`src/rtl/tm1638_refresh.sv`:
```
// tm1638_refresh: periodic TM1638 refresh-frame generator feeding spi_fifo with 18-bit command words.
module tm1638_refresh #(
  parameter int REFRESH_CYCLES   = 250000,
  parameter bit INCLUDE_KEY_READ = 1'b1
) (
  input  logic        i_Clk,
  input  logic        i_Rst,
  input  logic [63:0] i_Segments,
  input  logic [7:0]  i_Leds,
  input  logic [2:0]  i_Brightness,
  input  logic        i_Display_On,
  input  logic        i_FIFO_Full,
  output logic        o_Data_Valid,
  output logic [17:0] o_Data,
  output logic        o_Busy,
  output logic        o_Frame_Done
);
  localparam int CW = $clog2(REFRESH_CYCLES);
  typedef enum logic [2:0] {IDLE, MODE, DATA, CTRL, READ, DONE} state_t;
  state_t      r_State, w_State_Next;
  logic [CW-1:0] r_Count;
  logic        r_Gap, w_Gap_Next, r_Pend, w_Pend_Next;
  logic [3:0]  r_Addr, w_Addr_Next;
  logic        r_Valid, w_Valid_Next, r_Busy, w_Busy_Next, r_Done, w_Done_Next;
  logic [17:0] r_Data, w_Data_Next, w_Word;
  logic [63:0] r_Seg, w_Seg_Next;
  logic [7:0]  r_Led, w_Led_Next, w_Seg_Byte;
  logic [2:0]  r_Bri, w_Bri_Next;
  logic        r_On, w_On_Next;
  logic        w_Tick, w_Start;
  assign w_Tick     = r_Count == '0;
  assign w_Start    = (r_State == IDLE && w_Tick) || (r_State == DONE && (r_Pend || w_Tick));
  assign w_Seg_Byte = r_Seg[{r_Addr[3:1], 3'b000} +: 8];
  assign w_Word = r_State == MODE ? 18'h00044 :
                  r_State == DATA ? {2'b01, 4'hC, r_Addr, r_Addr[0] ? {7'b0, r_Led[r_Addr[3:1]]} : w_Seg_Byte} :
                  r_State == CTRL ? {2'b00, 8'h00, 1'b1, 3'b000, r_On, r_Bri} : 18'h20042;
  always_ff @(posedge i_Clk)
    r_Count <= (i_Rst || r_Count == CW'(REFRESH_CYCLES - 1)) ? '0 : r_Count + CW'(1);
  always_ff @(posedge i_Clk) begin
    if (i_Rst) begin
      r_State <= IDLE;
      r_Gap   <= 1'b0;
      r_Pend  <= 1'b0;
      r_Addr  <= '0;
      r_Valid <= 1'b0;
      r_Data  <= '0;
      r_Busy  <= 1'b0;
      r_Done  <= 1'b0;
      r_Seg   <= '0;
      r_Led   <= '0;
      r_Bri   <= '0;
      r_On    <= 1'b0;
    end else begin
      r_State <= w_State_Next;
      r_Gap   <= w_Gap_Next;
      r_Pend  <= w_Pend_Next;
      r_Addr  <= w_Addr_Next;
      r_Valid <= w_Valid_Next;
      r_Data  <= w_Data_Next;
      r_Busy  <= w_Busy_Next;
      r_Done  <= w_Done_Next;
      r_Seg   <= w_Seg_Next;
      r_Led   <= w_Led_Next;
      r_Bri   <= w_Bri_Next;
      r_On    <= w_On_Next;
    end
  end
  // r_Busy is high exactly in MODE..READ, so it doubles as the "frame in progress" qualifier
  always_comb begin
    w_State_Next = r_State == DONE ? IDLE : r_State;
    w_Gap_Next   = r_Gap;
    w_Pend_Next  = r_Pend | (w_Tick & r_Busy);
    w_Addr_Next  = r_Addr;
    w_Valid_Next = 1'b0;
    w_Data_Next  = r_Data;
    w_Busy_Next  = r_Busy;
    w_Done_Next  = 1'b0;
    w_Seg_Next   = r_Seg;
    w_Led_Next   = r_Led;
    w_Bri_Next   = r_Bri;
    w_On_Next    = r_On;
    if (w_Start) begin
      w_State_Next = MODE;
      w_Busy_Next  = 1'b1;
      w_Pend_Next  = 1'b0;
      w_Gap_Next   = 1'b0;
      w_Seg_Next   = i_Segments;
      w_Led_Next   = i_Leds;
      w_Bri_Next   = i_Brightness;
      w_On_Next    = i_Display_On;
    end else if (r_Busy && r_Gap) begin
      w_Gap_Next = 1'b0;
      unique case (r_State)
        MODE: begin
          w_State_Next = DATA;
          w_Addr_Next  = '0;
        end
        DATA: begin
          w_State_Next = &r_Addr ? CTRL : DATA;
          w_Addr_Next  = r_Addr + 4'd1;
        end
        CTRL: begin
          w_State_Next = INCLUDE_KEY_READ ? READ : DONE;
          w_Done_Next  = !INCLUDE_KEY_READ;
          w_Busy_Next  = INCLUDE_KEY_READ;
        end
        READ: begin
          w_State_Next = DONE;
          w_Done_Next  = 1'b1;
          w_Busy_Next  = 1'b0;
        end
        default: ;
      endcase
    end else if (r_Busy && !i_FIFO_Full) begin
      w_Valid_Next = 1'b1;
      w_Data_Next  = w_Word;
      w_Gap_Next   = 1'b1;
    end
  end
  assign o_Data_Valid = r_Valid;
  assign o_Data       = r_Data;
  assign o_Busy       = r_Busy;
  assign o_Frame_Done = r_Done;
endmodule

```
`config.mk`:
```
export PLATFORM = sky130hd
export DESIGN_NAME = tm1638_refresh
export DESIGN_NICKNAME = d
export VERILOG_FILES = /design/src/rtl/tm1638_refresh.sv
export SDC_FILE = /design/constraint.sdc
export NUM_CORES = 1
export LEC_CHECK = 0
export CAP_MARGIN = 20
export CORE_MARGIN = 4
export CORE_UTILIZATION = 40
export DETAILED_ROUTE_END_ITERATION = 8
export PLACE_DENSITY = 0.65
export SETUP_SLACK_MARGIN = 0.3
export SYNTH_ARGS = -nofsm -noshare
export SYNTH_HDL_FRONTEND = slang
export SYNTH_SLANG_ARGS = --single-unit
```
`constraint.sdc`:
```
create_clock -name i_Clk -period 5.3 [get_ports i_Clk]
set_input_delay 0.53 -clock i_Clk [delete_from_list [all_inputs] [get_ports i_Clk]]
set_output_delay 0.53 -clock i_Clk [all_outputs]
set_load 0.01 [all_outputs]
```
-- Word-level counts from Yosys, hierarchy flattened
Index checks and enable logic that the tools add are counted.
W data, S select, Z words.
- flip-flop bits (word level): 124
- bits in latches: 0
- memory bits (writable): 0
- ROM bits: 0
- input bits: 79
- output and inout bits: 21
- word-level logic and storage cells: 65
- memories kept: 0
- add/sub/neg operators: 2
- multiply operators: 0
- divide/modulo/power cells: 0
- magnitude comparators: 1
- eq/ne operators: 6
- shifts and indexed selects: 1
- muxes and demuxes: 17
- bitwise operators: 4
- reduce and logical (&&, ||, !) cells: 20
- operators with widths (cell ; number):
    $shiftx A64 B7 Y8 ; 1
    $mux W18 ; 3
    $add A18 B1 Y18 const B ; 1
    $eq A18 B18 Y1 const B ; 1
    $logic_not A18 Y1 ; 1
    $pmux W3 S4 ; 1
    $mux W8 ; 1
    $pmux W4 S2 ; 1
    $mux W1 ; 7
    $eq A3 B2 Y1 const B ; 2
    $eq A3 B3 Y1 const B ; 2
    $mux W3 ; 2
    $reduce_and A3 Y1 ; 2
    $reduce_or A3 Y1 ; 2
    $add A4 B1 Y4 const B ; 1
    $logic_and A1 B1 Y1 ; 4
    $lt A3 B4 Y1 const B ; 1
    $reduce_and A4 Y1 ; 1
    $reduce_bool A2 Y1 ; 2
    $bmux W1 S3 ; 1
    $eq A3 B1 Y1 const B ; 1
    $logic_not A3 Y1 ; 1
    $logic_or A1 B1 Y1 ; 3
    $reduce_bool A3 Y1 ; 1
    other kinds (7) ; 8

-- Logic depth before layout (Yosys ltp)
Gate-level depths: netlist of the first run.
- depth after elaboration: 6
- depth in mapped cells: 9
- mapped depth without buffers: 7

-- Least setup slack after synthesis of the first run
Ideal clock, no wire load.
- path kind: register to register
- start: register r_Addr[1]
- end: register r_Data[0], in the netlist o_Data[0]
- library setup time: 117 ps
- data arrival time: 1864 ps
- required time: 5183 ps
- slack: 3318 ps
- stages on the path, launching flop included: 6
- path buffers: 1
- period minus slack after synthesis: 1982 ps
- cells stage by stage: dfxtp_1 buf_2 mux4_2 a2111oi_0 a221oi_1 a32o_1
- word-level cells in the longest chain between the ends: 5
- elaborated cells between the ends (all ways): 6
- those cells by class: shift (1); mux (5)
- RTL lines (element ; RTL line ; text):
    start, declared ; 23 ; logic [3:0] r_Addr, w_Addr_Next;
    start signal, assigned ; 57 ; r_Addr <= w_Addr_Next;
    parallel branches: the longest is 2 deep, another holds $shiftx A64 B7 Y8 ; -- ;
    $mux W8 * ; 35 ; r_State == DATA ? {2'b01, 4'hC, r_Addr, r_Addr[0] ? {7'b0, r_Led[r_Addr[3:1]]} : w_Seg_Byte} :
    $mux W18 * ; 35 ;
    $mux W18 * ; 34 ; assign w_Word = r_State == MODE ? 18'h00044 :
    end signal, assigned ; 59 ; r_Data <= w_Data_Next;
    end, declared ; 25 ; logic [17:0] r_Data, w_Data_Next, w_Word;
Every way passes the cells marked *. The select of a mux whose other input is x is not followed.
A chain may end at the register's enable or synchronous reset.

-- Final worst setup path of the first run
- start: register r_State[0]
- end: register r_Seg[5]
- word-level cells in the longest chain between the ends: 3
- elaborated cells between the ends (all ways): 5
- those cells by class: eq/ne (1); reduce/logical (4)
- RTL lines (element ; RTL line ; text):
    start, declared ; 20 ; state_t r_State, w_State_Next;
    start signal, assigned ; 54 ; r_State <= w_State_Next;
    $eq A3 B3 Y1 or $logic_not A3 Y1 (tied branches) ; 32 ; assign w_Start = (r_State == IDLE && w_Tick) || (r_State == DONE && (r_Pend || w_Tick));
    $logic_and A1 B1 Y1 ; 32 ;
    $logic_or A1 B1 Y1 * ; 32 ;
    end signal, assigned ; 62 ; r_Seg <= w_Seg_Next;
    end, declared ; 26 ; logic [63:0] r_Seg, w_Seg_Next;
Every way passes the cells marked *; elsewhere a longest branch is shown, timed or not.

==> results of run 1 <==
[final cells by class]
cell class | instances | area (um2)
fillers | 1282 | 6650
multi-input cells | 447 | 3080
flip-flops and latches | 120 | 2400
repair buffers | 106 | 1040
clock buffers | 19 | 453
well taps | 180 | 225
clock inverters | 13 | 218
inverters | 7 | 26.3
[placed cells by master, fill, tap and decap left out, types with 10 or more instances in the layout]
cell type,count
clkbuf_16,17
nor3_1,11
mux2i_1,16
a21oi_1,60
o21ai_1,20
dfxtp_1,120
mux4_2,16
nand2b_1,11
a21oi_2,19
nand3_1,12
o211ai_1,76
nand2_1,22
nor2_1,37
buf_4,10
xor2_1,10
o21ai_0,62
clkdlybuf4s50_1,96
[registers in the layout (all words and copies together), names as in the netlist, named ones only]
| signal | flops |
|---|---|
| o_Busy | 1 |
| r_Led | 8 |
| o_Data_Valid | 1 |
| r_Bri | 3 |
| r_Pend | 1 |
| r_Count | 18 |
| o_Data | 14 |
| r_On | 1 |
| r_Seg | 64 |
| r_Addr | 4 |
| r_Gap | 1 |
| r_State | 2 |
| o_Frame_Done | 1 |
[per-layer routing]
layer | track usage (%) | share of wire [%]
met5 | 0 | 0
met4 | 5.99 | 1.5
met3 | 5.27 | 5.7
met2 | 32.5 | 50
met1 | 24.9 | 43
[Yosys cell counts, types with 16 or more instances]
cell      instances  share of area (%)
a21oi_1          60                5.1
clkbuf_1         42                2.7
o211ai_1         76                9.8
mux2i_1          16                2.7
dfxtp_1         120                 41
nor2_1           37                2.4
o21ai_1          20                1.7
nand2_1          23                1.5
o21ai_0          62                5.3
a21oi_2          20                3.0
mux4_2           16                6.2
[stage by stage]
| stage | setup WS, ps | hold slack [ps] | instances | utilization (%) | cell area (um2) |
|---|---|---|---|---|---|
| 2_1_floorplan | 3320 | 430 | 645 | - | 5840 |
| 3_3_place_gp | 2280 | 441 | 859 | 48.0 | 6760 |
| 3_5_place_dp | 2200 | 456 | 859 | 48.0 | 6760 |
| 4_1_cts | 2180 | 468 | 891 | 52.7 | 7430 |
| 5_1_grt | 1860 | 487 | 892 | 52.8 | 7440 |
| 6_report | 2130 | 465 | 892 | 52.8 | 7440 |
[worst register-to-register path, stage by stage, from the launching register on]
cell       delay (ps)
dfxtp_1           690
nor2b_1           270
nand2_2           250
buf_4             420
a2111oi_4         380
buf_4             600
o21ai_0           270
a21oi_1           200
[where the power goes]
part,internal [W],switching [W]
clock,0.000864,0.000424
combinational,0.000174,0.000221
sequential,0.000975,0.0000508
total,0.00201,0.000695
[worst max path at each step]
stage	from	end	slack (ps)	cells past startpoint
2_1_floorplan	r_Addr[1]$_SDFFE_PP0P_	o_Data[0]$_SDFFE_PP0P_	3320	5
3_3_place_gp	r_State[0]$_SDFF_PP0_	r_Seg[35]$_SDFFE_PP0P_	2280	7
3_5_place_dp	r_State[0]$_SDFF_PP0_	r_Seg[62]$_SDFFE_PP0P_	2200	7
4_1_cts	r_State[0]$_SDFF_PP0_	r_Seg[5]$_SDFFE_PP0P_	2180	7
5_1_grt	r_State[0]$_SDFF_PP0_	r_Led[2]$_SDFFE_PP0P_	1860	7
6_report	r_State[0]$_SDFF_PP0_	r_Seg[5]$_SDFFE_PP0P_	2130	7
[kinds of logic after synthesis]
group                    synth area share [%]
other                                  0.0643
AND/OR/NAND/NOR                          11.1
XOR/XNOR                                 2.70
adder cells (fa/ha/maj)                 0.643
AO/OA/AOI/OAI                            28.2
buffers and inverters                    6.28
flip-flops                               41.2
multiplexers                             9.88
==> flow_summary.yaml, run 1 <==
outcome:
  status: "complete, no violations"
logic_synthesis:
  synth_edf_count: 0
  async_flop_share_pct: 0
  synth_seq_cells: 120
  yosysSeqAreaShare_pct: 41.2
  netlist_area_um2: 5840
  yosys_warnings: 0
  ys_types: 54
  synth_ff_type: "dfxtp_1"
  syn-instance-count: 644
  syn_avg_cell_area_um2: 9.06
route:
  ant_nets: 0
  vias: 5175
  routedWlPerCell_um: 17.9
  drc: 0
  wl_um: 15900
  dr.pass1.iters: 5
  avgViaCountPerCell: 5.80
  drtIter0Drc: 472
setup_path:
  reg2reg_from: "r_State[0]$_SDFF_PP0_"
  timing.rr.end: "r_Seg[5]$_SDFFE_PP0P_"
  cp_common_cell: "buf_4"
  end_kind: "flip-flop"
  max_stage_delay_ps: 690
  path_buf_inv: 2
  critPathKind: "reg -> reg"
  timing.critical_path.fanout_max: 78
  start_kind: "flip-flop"
  slowest_stage: "dfxtp_1"
  critPathArrivalTime_ps: 3500
  regToRegSetupSlack_ps: 2130
  r2r.worst_path.cells: 7
  worst_path_dominant_cell_family: "buffers and inverters"
  crit_required_ps: 5630
  path_cells: "nor2b_1, nand2_2, buf_4, a2111oi_4, buf_4, o21ai_0, a21oi_1"
clocking:
  cts_buffers: 17
  ctsResizeCount: 0
  htreeDepth: 4
  cts_tree: "yes"
  cts.clk_slew.worst_paths_ps: 60
  postCtsSetupBuffers: 0
  clockBufferDepth: 2
  cts_num_sinks: 120
  clk_latency_ps: 420
  cts_root_buffer: "clkbuf_16"
  cts_hold_buffers: 0
pwr:
  total_power_w: 0.00271
  max-vdd-ir-drop_v: 0.000226
  power.density_nw_per_um2: 364
  power.leakage_nw: 2.48
worst_hold_path:
  hold_path_depth: 1
  min_to: "r_Count[0]$_SDFF_PP0_"
  hold_start: "r_Count[0]$_SDFF_PP0_"
  min-delay-path-class: "reg -> reg"
sta:
  rsz0062_at_grt: "false"
  fin_crit_ps: 3170
  min_period_over_period_pct: 59.7
  drv_slew: 0
  max_freq_ghz: 0.316
  hold_viol_final: 0
  clock-skew-final_ps: 8.78
  tns_ps: 0
  maxSlewHeadroom_pct: 45.7
  tightest_slew_ps: 814
  setup_violations: 0
cells_and_area:
  syn_to_final_growth_pct: 27.5
  layout-drive-gt1-share_pct: 12.8
  diodes: 0
  layout.nets: 781
placed_design:
  port_buffers: 97
  routabilityCongestion: 0.850
  post-dp-hpwl_um: 10500
flow_run:
  max-cap-violations: 0
floorplanning:
  die-area_um2: 16600
  die_x_um: 129
  die_h_um: 129
  start_util_pct: 41.4
  rows: 43
  core_um2: 14100
  io_pins: 100
grt:
  grt_max_degree: 80
  grt_pass1_vias: 5152
  grt_pass1_wl_um: 26100
  grt_usage_pct: 19.6
  grt_overflow: 0
  antenna_found_initial: 0
No activity file was read; power rests on OpenSTA's default activity.
==> run 2: changes to the inputs <==
==> constraint.sdc (replaced) <==
create_clock -name i_Clk -period 3.1 [get_ports i_Clk]
set_input_delay 0.31 -clock i_Clk [delete_from_list [all_inputs] [get_ports i_Clk]]
set_output_delay 0.31 -clock i_Clk [all_outputs]
set_load 0.01 [all_outputs]
==> run 2 against run 1 <==
  * Sequential share of layout area fell by 0.054 points
  * Non-clock buffer count rose by 8
  * Die area did not move
  * Worst hold slack got worse by 70 ps
  * Routed wire length fell by 1.7%
  * First-iteration DRC count fell by 24%
  * Sequential power rose by 69%
  * Worst setup slack got worse by 1500 ps
==> flow_summary.yaml, run 2 (synthesis gave the netlist of run 1 again) <==
flow_run:
  max-cap-violations: 0
clocking:
  cts_tree: "yes"
  cts_buffers: 17
  cts_hold_buffers: 0
  htreeDepth: 4
  cts_root_buffer: "clkbuf_16"
  clockBufferDepth: 2
  cts.clk_slew.worst_paths_ps: 50
  clk_latency_ps: 410
  postCtsSetupBuffers: 0
  cts_num_sinks: 120
  ctsResizeCount: 0
cells_and_area:
  largest_reg_flops: 64
  final_common_cell: "dfxtp_1"
  layout-drive-gt1-share_pct: 13.2
  diodes: 0
  syn_to_final_growth_pct: 27.7
  multiInputGateArea_um2: 3080
  final_cell_mix: "120 x dfxtp_1, 96 x clkdlybuf4s50_1, 76 x o211ai_1"
  top_register: "r_Seg"
  fillers: 1277
  layout.nets: 789
  register_area_um2: 2400
pwr:
  total_power_w: 0.00443
  max-vdd-ir-drop_v: 0.000449
  power.density_nw_per_um2: 594
  power.leakage_nw: 2.50
sta:
  min_period_over_period_pct: 78.8
  rsz0062_at_grt: "false"
  setup_violations: 0
  tns_ps: 0
  whs_ps: 395
  maxSlewHeadroom_pct: 53.7
  layout_setup_ws_ps: 658
  fin_crit_ps: 2440
  hold_viol_final: 0
  tightest_slew_ps: 689
  max_freq_ghz: 0.410
  drv_slew: 0
  clock-skew-final_ps: 9.59
placed_design:
  routabilityCongestion: 0.815
  dp_slack_ps: 699
  port_buffers: 97
  post-dp-hpwl_um: 11000
setup_path:
  end_kind: "flip-flop"
  crit_required_ps: 3440
  start_kind: "flip-flop"
  max_stage_delay_ps: 530
  timing.critical_path.fanout_max: 57
  slowest_stage: "buf_4"
  critPathArrivalTime_ps: 2790
  path_cells: "inv_1, ha_1, nor4b_1, and4_1, a21oi_4, buf_4, buf_4, o211ai_1, a21oi_2"
  cp_common_cell: "buf_4"
  critPathKind: "reg -> reg"
route:
  drtIter0Drc: 361
  dr.pass1.iters: 6
  vias: 5079
  wl_um: 15700
  ant_nets: 0
  routedWlPerCell_um: 17.4
  drc: 0
  avgViaCountPerCell: 5.65
floorplanning:
  die_x_um: 129
  die-area_um2: 16600
  core_um2: 14100
  rows: 43
  die_h_um: 129
  start_util_pct: 41.4
  io_pins: 100
grt:
  grt_pass1_vias: 5062
  grt_max_degree: 79
  antenna_found_initial: 0
  grt_usage_pct: 19.4
  grt_overflow: 0
  grt_pass1_wl_um: 26000
outcome:
  status: "complete, no violations"
worst_hold_path:
  min-delay-path-class: "in -> reg"
[run 2: cell count changes in the layout (fill, tap and decap cells not counted)]
cell,change
clkinv_4,-4
clkbuf_8,+1
clkinv_2,+3
bufinv_16,-2
clkbuf_1,+3
inv_6,-2
buf_4,+6
buf_12,+2
[run 2: cell type report]
| type | count | share of cell area (%) |
|---|---|---|
| multi-input combinational | 447 | 41.3 |
| sequential | 120 | 32.2 |
| timing repair buffer | 114 | 15.0 |
| clock buffer | 23 | 6.41 |
| tap | 180 | 3.02 |
| clock inverter | 8 | 1.61 |
| inverter | 7 | 0.352 |
[run 2: stage by stage]
step	util (%)	area [um2]	cells
global route	52.9	7450	899
detailed placement	48.6	6860	868
floorplan	-	5840	645
CTS	52.9	7450	899
global placement	48.6	6860	868
finish	52.9	7450	899
[run 2: worst max-delay path, delay by kind of cell (launching register included)]
kind,cells,cell delay [ps]
simple gates,2,410
buf+inv,3,860
flops,1,360
compound gates,3,510
fa+ha+maj,1,210
[run 2: final timing paths]
kind                          from                     end  slack (ps)  cells after the start
max          r_Count[0]$_SDFF_PP0_  r_Seg[19]$_SDFFE_PP0P_         660                      9
min reg2reg  r_Count[0]$_SDFF_PP0_   r_Count[0]$_SDFF_PP0_         470                      1
min                          i_Rst   r_State[1]$_SDFF_PP0_         400                      2
max reg2reg  r_Count[0]$_SDFF_PP0_  r_Seg[19]$_SDFFE_PP0P_         660                      9
[run 2: power breakdown]
part / internal, W / total (W) / switching, W / leakage, nW
clock: 0.00132 / 0.00198 / 0.000660 / 0.289
combinational: 0.000314 / 0.000707 / 0.000393 / 1.23
sequential: 0.00167 / 0.00174 / 0.0000744 / 0.980
[run 2: metal layers]
layer | global-route usage, % | wire length [um]
met5 | 0 | 0
met2 | 31.1 | 7470
met3 | 4.73 | 767
met4 | 5.37 | 162
met1 | 26.2 | 7260
==> run 3: changes to the inputs <==
==> constraint.sdc (replaced) <==
create_clock -name i_Clk -period 2.5 [get_ports i_Clk]
set_input_delay 0.25 -clock i_Clk [delete_from_list [all_inputs] [get_ports i_Clk]]
set_output_delay 0.25 -clock i_Clk [all_outputs]
set_load 0.01 [all_outputs]
==> run 3 against run 2 <==
  * Register-to-register slack got worse by 280 ps
  * Cell area is 2.6% higher
  * Clock skew fell by 3.7 ps
  * Clock-buffer cell count decreased by 3
  * Fmax increased by 15%
  * Via count up 2.7%
  * Combinational power grew 34%
  * Die area unchanged
  * Clock power up 35%
  * Cell count is 0.89% higher
  * Sequential power rose by 24%
  * Worst hold slack improved by 1.1 ps
==> flow_summary.yaml, run 3 (synthesis gave the netlist of run 1 again) <==
outcome:
  status: "complete, no violations"
cells_and_area:
  syn_to_final_growth_pct: 31.0
  final_cell_mix: "118 x dfxtp_1, 96 x clkdlybuf4s50_1, 76 x o211ai_1"
  top_register: "r_Seg"
  largest_reg_flops: 64
  utilization_pct: 54.2
  final_common_cell: "dfxtp_1"
  fillers: 1257
  layout.nets: 796
  diodes: 0
  layout-drive-gt1-share_pct: 15.4
sta:
  max_freq_ghz: 0.472
  rsz0062_at_grt: "false"
  setup_violations: 0
  clock-skew-final_ps: 5.89
  min_period_over_period_pct: 84.8
  drv_slew: 0
  tightest_slew_ps: 786
  hold_viol_final: 0
  fin_crit_ps: 2120
  maxSlewHeadroom_pct: 47.6
  tns_ps: 0
route:
  avgViaCountPerCell: 5.75
  wl_um: 16500
  vias: 5214
  routedWlPerCell_um: 18.2
  drtIter0Drc: 419
  dr.pass1.iters: 5
  ant_nets: 0
  drc: 0
clocking:
  cts_num_sinks: 120
  clk_latency_ps: 420
  cts_tree: "yes"
  cts_root_buffer: "clkbuf_16"
  cts_buffers: 17
  clockBufferDepth: 2
  cts.clk_slew.worst_paths_ps: 60
  htreeDepth: 4
  cts_hold_buffers: 0
pwr:
  power.leakage_nw: 2.59
  max-vdd-ir-drop_v: 0.000562
  p_int_w: 0.00431
  p_seq_share_pct: 37.3
  swShare_pct: 25.6
  p_switching_w: 0.00148
  combPwrFrac_pct: 16.3
  p_clk_share_pct: 46.3
  power.density_nw_per_um2: 757
setup_path:
  regToRegSetupSlack_ps: 380
  path_cells: "nor4_1, nand3b_1, a2111oi_4, buf_4, buf_6, o21ai_0, a21oi_1"
  start_kind: "flip-flop"
  end_kind: "flip-flop"
  max_stage_delay_ps: 370
  crit_required_ps: 2850
  slowest_stage: "dfxtp_1"
  critPathKind: "reg -> reg"
  critPathArrivalTime_ps: 2470
  timing.critical_path.fanout_max: 39
grt:
  grt_max_degree: 79
  grt_pass1_vias: 5175
  grt_overflow: 0
  grt_pass1_wl_um: 26200
  grt_usage_pct: 19.9
  antenna_found_initial: 0
floorplanning:
  io_pins: 100
  die-area_um2: 16600
  start_util_pct: 41.4
  core_um2: 14100
  rows: 43
  die_x_um: 129
  die_h_um: 129
flow_run:
  max-cap-violations: 0
placed_design:
  routabilityCongestion: 0.893
  port_buffers: 97
  post-dp-hpwl_um: 11000
worst_hold_path:
  min-delay-path-class: "in -> reg"
-- run 3: worst paths after layout --
| path | start | endpoint | cells past startpoint |
|---|---|---|---|
| max | r_Count[14]$_SDFF_PP0_ | r_Seg[46]$_SDFFE_PP0P_ | 7 |
| min | i_Rst | r_Count[2]$_SDFF_PP0_ | 2 |
| max reg2reg | r_Count[14]$_SDFF_PP0_ | r_Seg[46]$_SDFFE_PP0P_ | 7 |
| min reg2reg | r_Count[0]$_SDFF_PP0_ | r_Count[0]$_SDFF_PP0_ | 1 |
-- run 3: layout make-up --
cell class	instances	area, um2	share of cell area [%]
multi-input combinational	447	3130	40.9
sequential	120	2400	31.5
timing repair buffer	121	1210	15.8
clock buffer	20	457	5.97
tap	180	225	2.95
clock inverter	12	198	2.59
inverter	7	26.3	0.344
-- run 3: repair_timing --
| item | in CTS | in global routing |
|---|---|---|
| setup endpoints to repair | 35 | 91 |
| pin swaps | 1 | 3 |
| setup buffers | 1 | 2 |
| gates cloned | 0 | 1 |
| hold endpoints to repair | 0 | 0 |
| resized for setup | 1 | 15 |
-- run 3: critical path, delay by kind of cell (launching register included) --
| kind | cells | cell delay [ps] |
|---|---|---|
| AO/OA/AOI/OAI | 3 | 680 |
| buffers and inverters | 2 | 490 |
| flip-flops | 1 | 370 |
| AND/OR/NAND/NOR | 2 | 490 |
-- run 3: through the flow --
step | hold WS, ps | setup WS [ps] | power [W] | instance area [um2] | instances
global route | 421 | 262 | 0.00601 | 7650 | 907
detailed placement | 457 | 255 | 0.00309 | 6890 | 871
CTS | 384 | 316 | 0.00577 | 7560 | 904
global placement | 441 | 360 | 0.00306 | 6890 | 871
finish | 397 | 380 | 0.00579 | 7650 | 907
floorplan | 389 | 518 | 0.00278 | 5840 | 645
-- run 3: power groups by stage --
stage | Clock (W) | Sequential, W | Combinational [W]
5_1_grt | 0.00280 | 0.00218 | 0.00103
4_1_cts | 0.00272 | 0.00216 | 0.000896
2_1_floorplan | 0 | 0.00217 | 0.000610
6_report | 0.00268 | 0.00216 | 0.000947
3_5_place_dp | 0 | 0.00220 | 0.000888
3_3_place_gp | 0 | 0.00220 | 0.000868
-- run 3: per-layer routing --
| metal | share of wire, % | up-vias | global-route usage (%) |
|---|---|---|---|
| met5 | 0 | - | 0 |
| met4 | 2.1 | 0 | 8.21 |
| met3 | 5.2 | 30 | 4.65 |
| met2 | 48 | 160 | 31.5 |
| met1 | 45 | 2505 | 26.1 |
| li1 | - | 2519 | - |
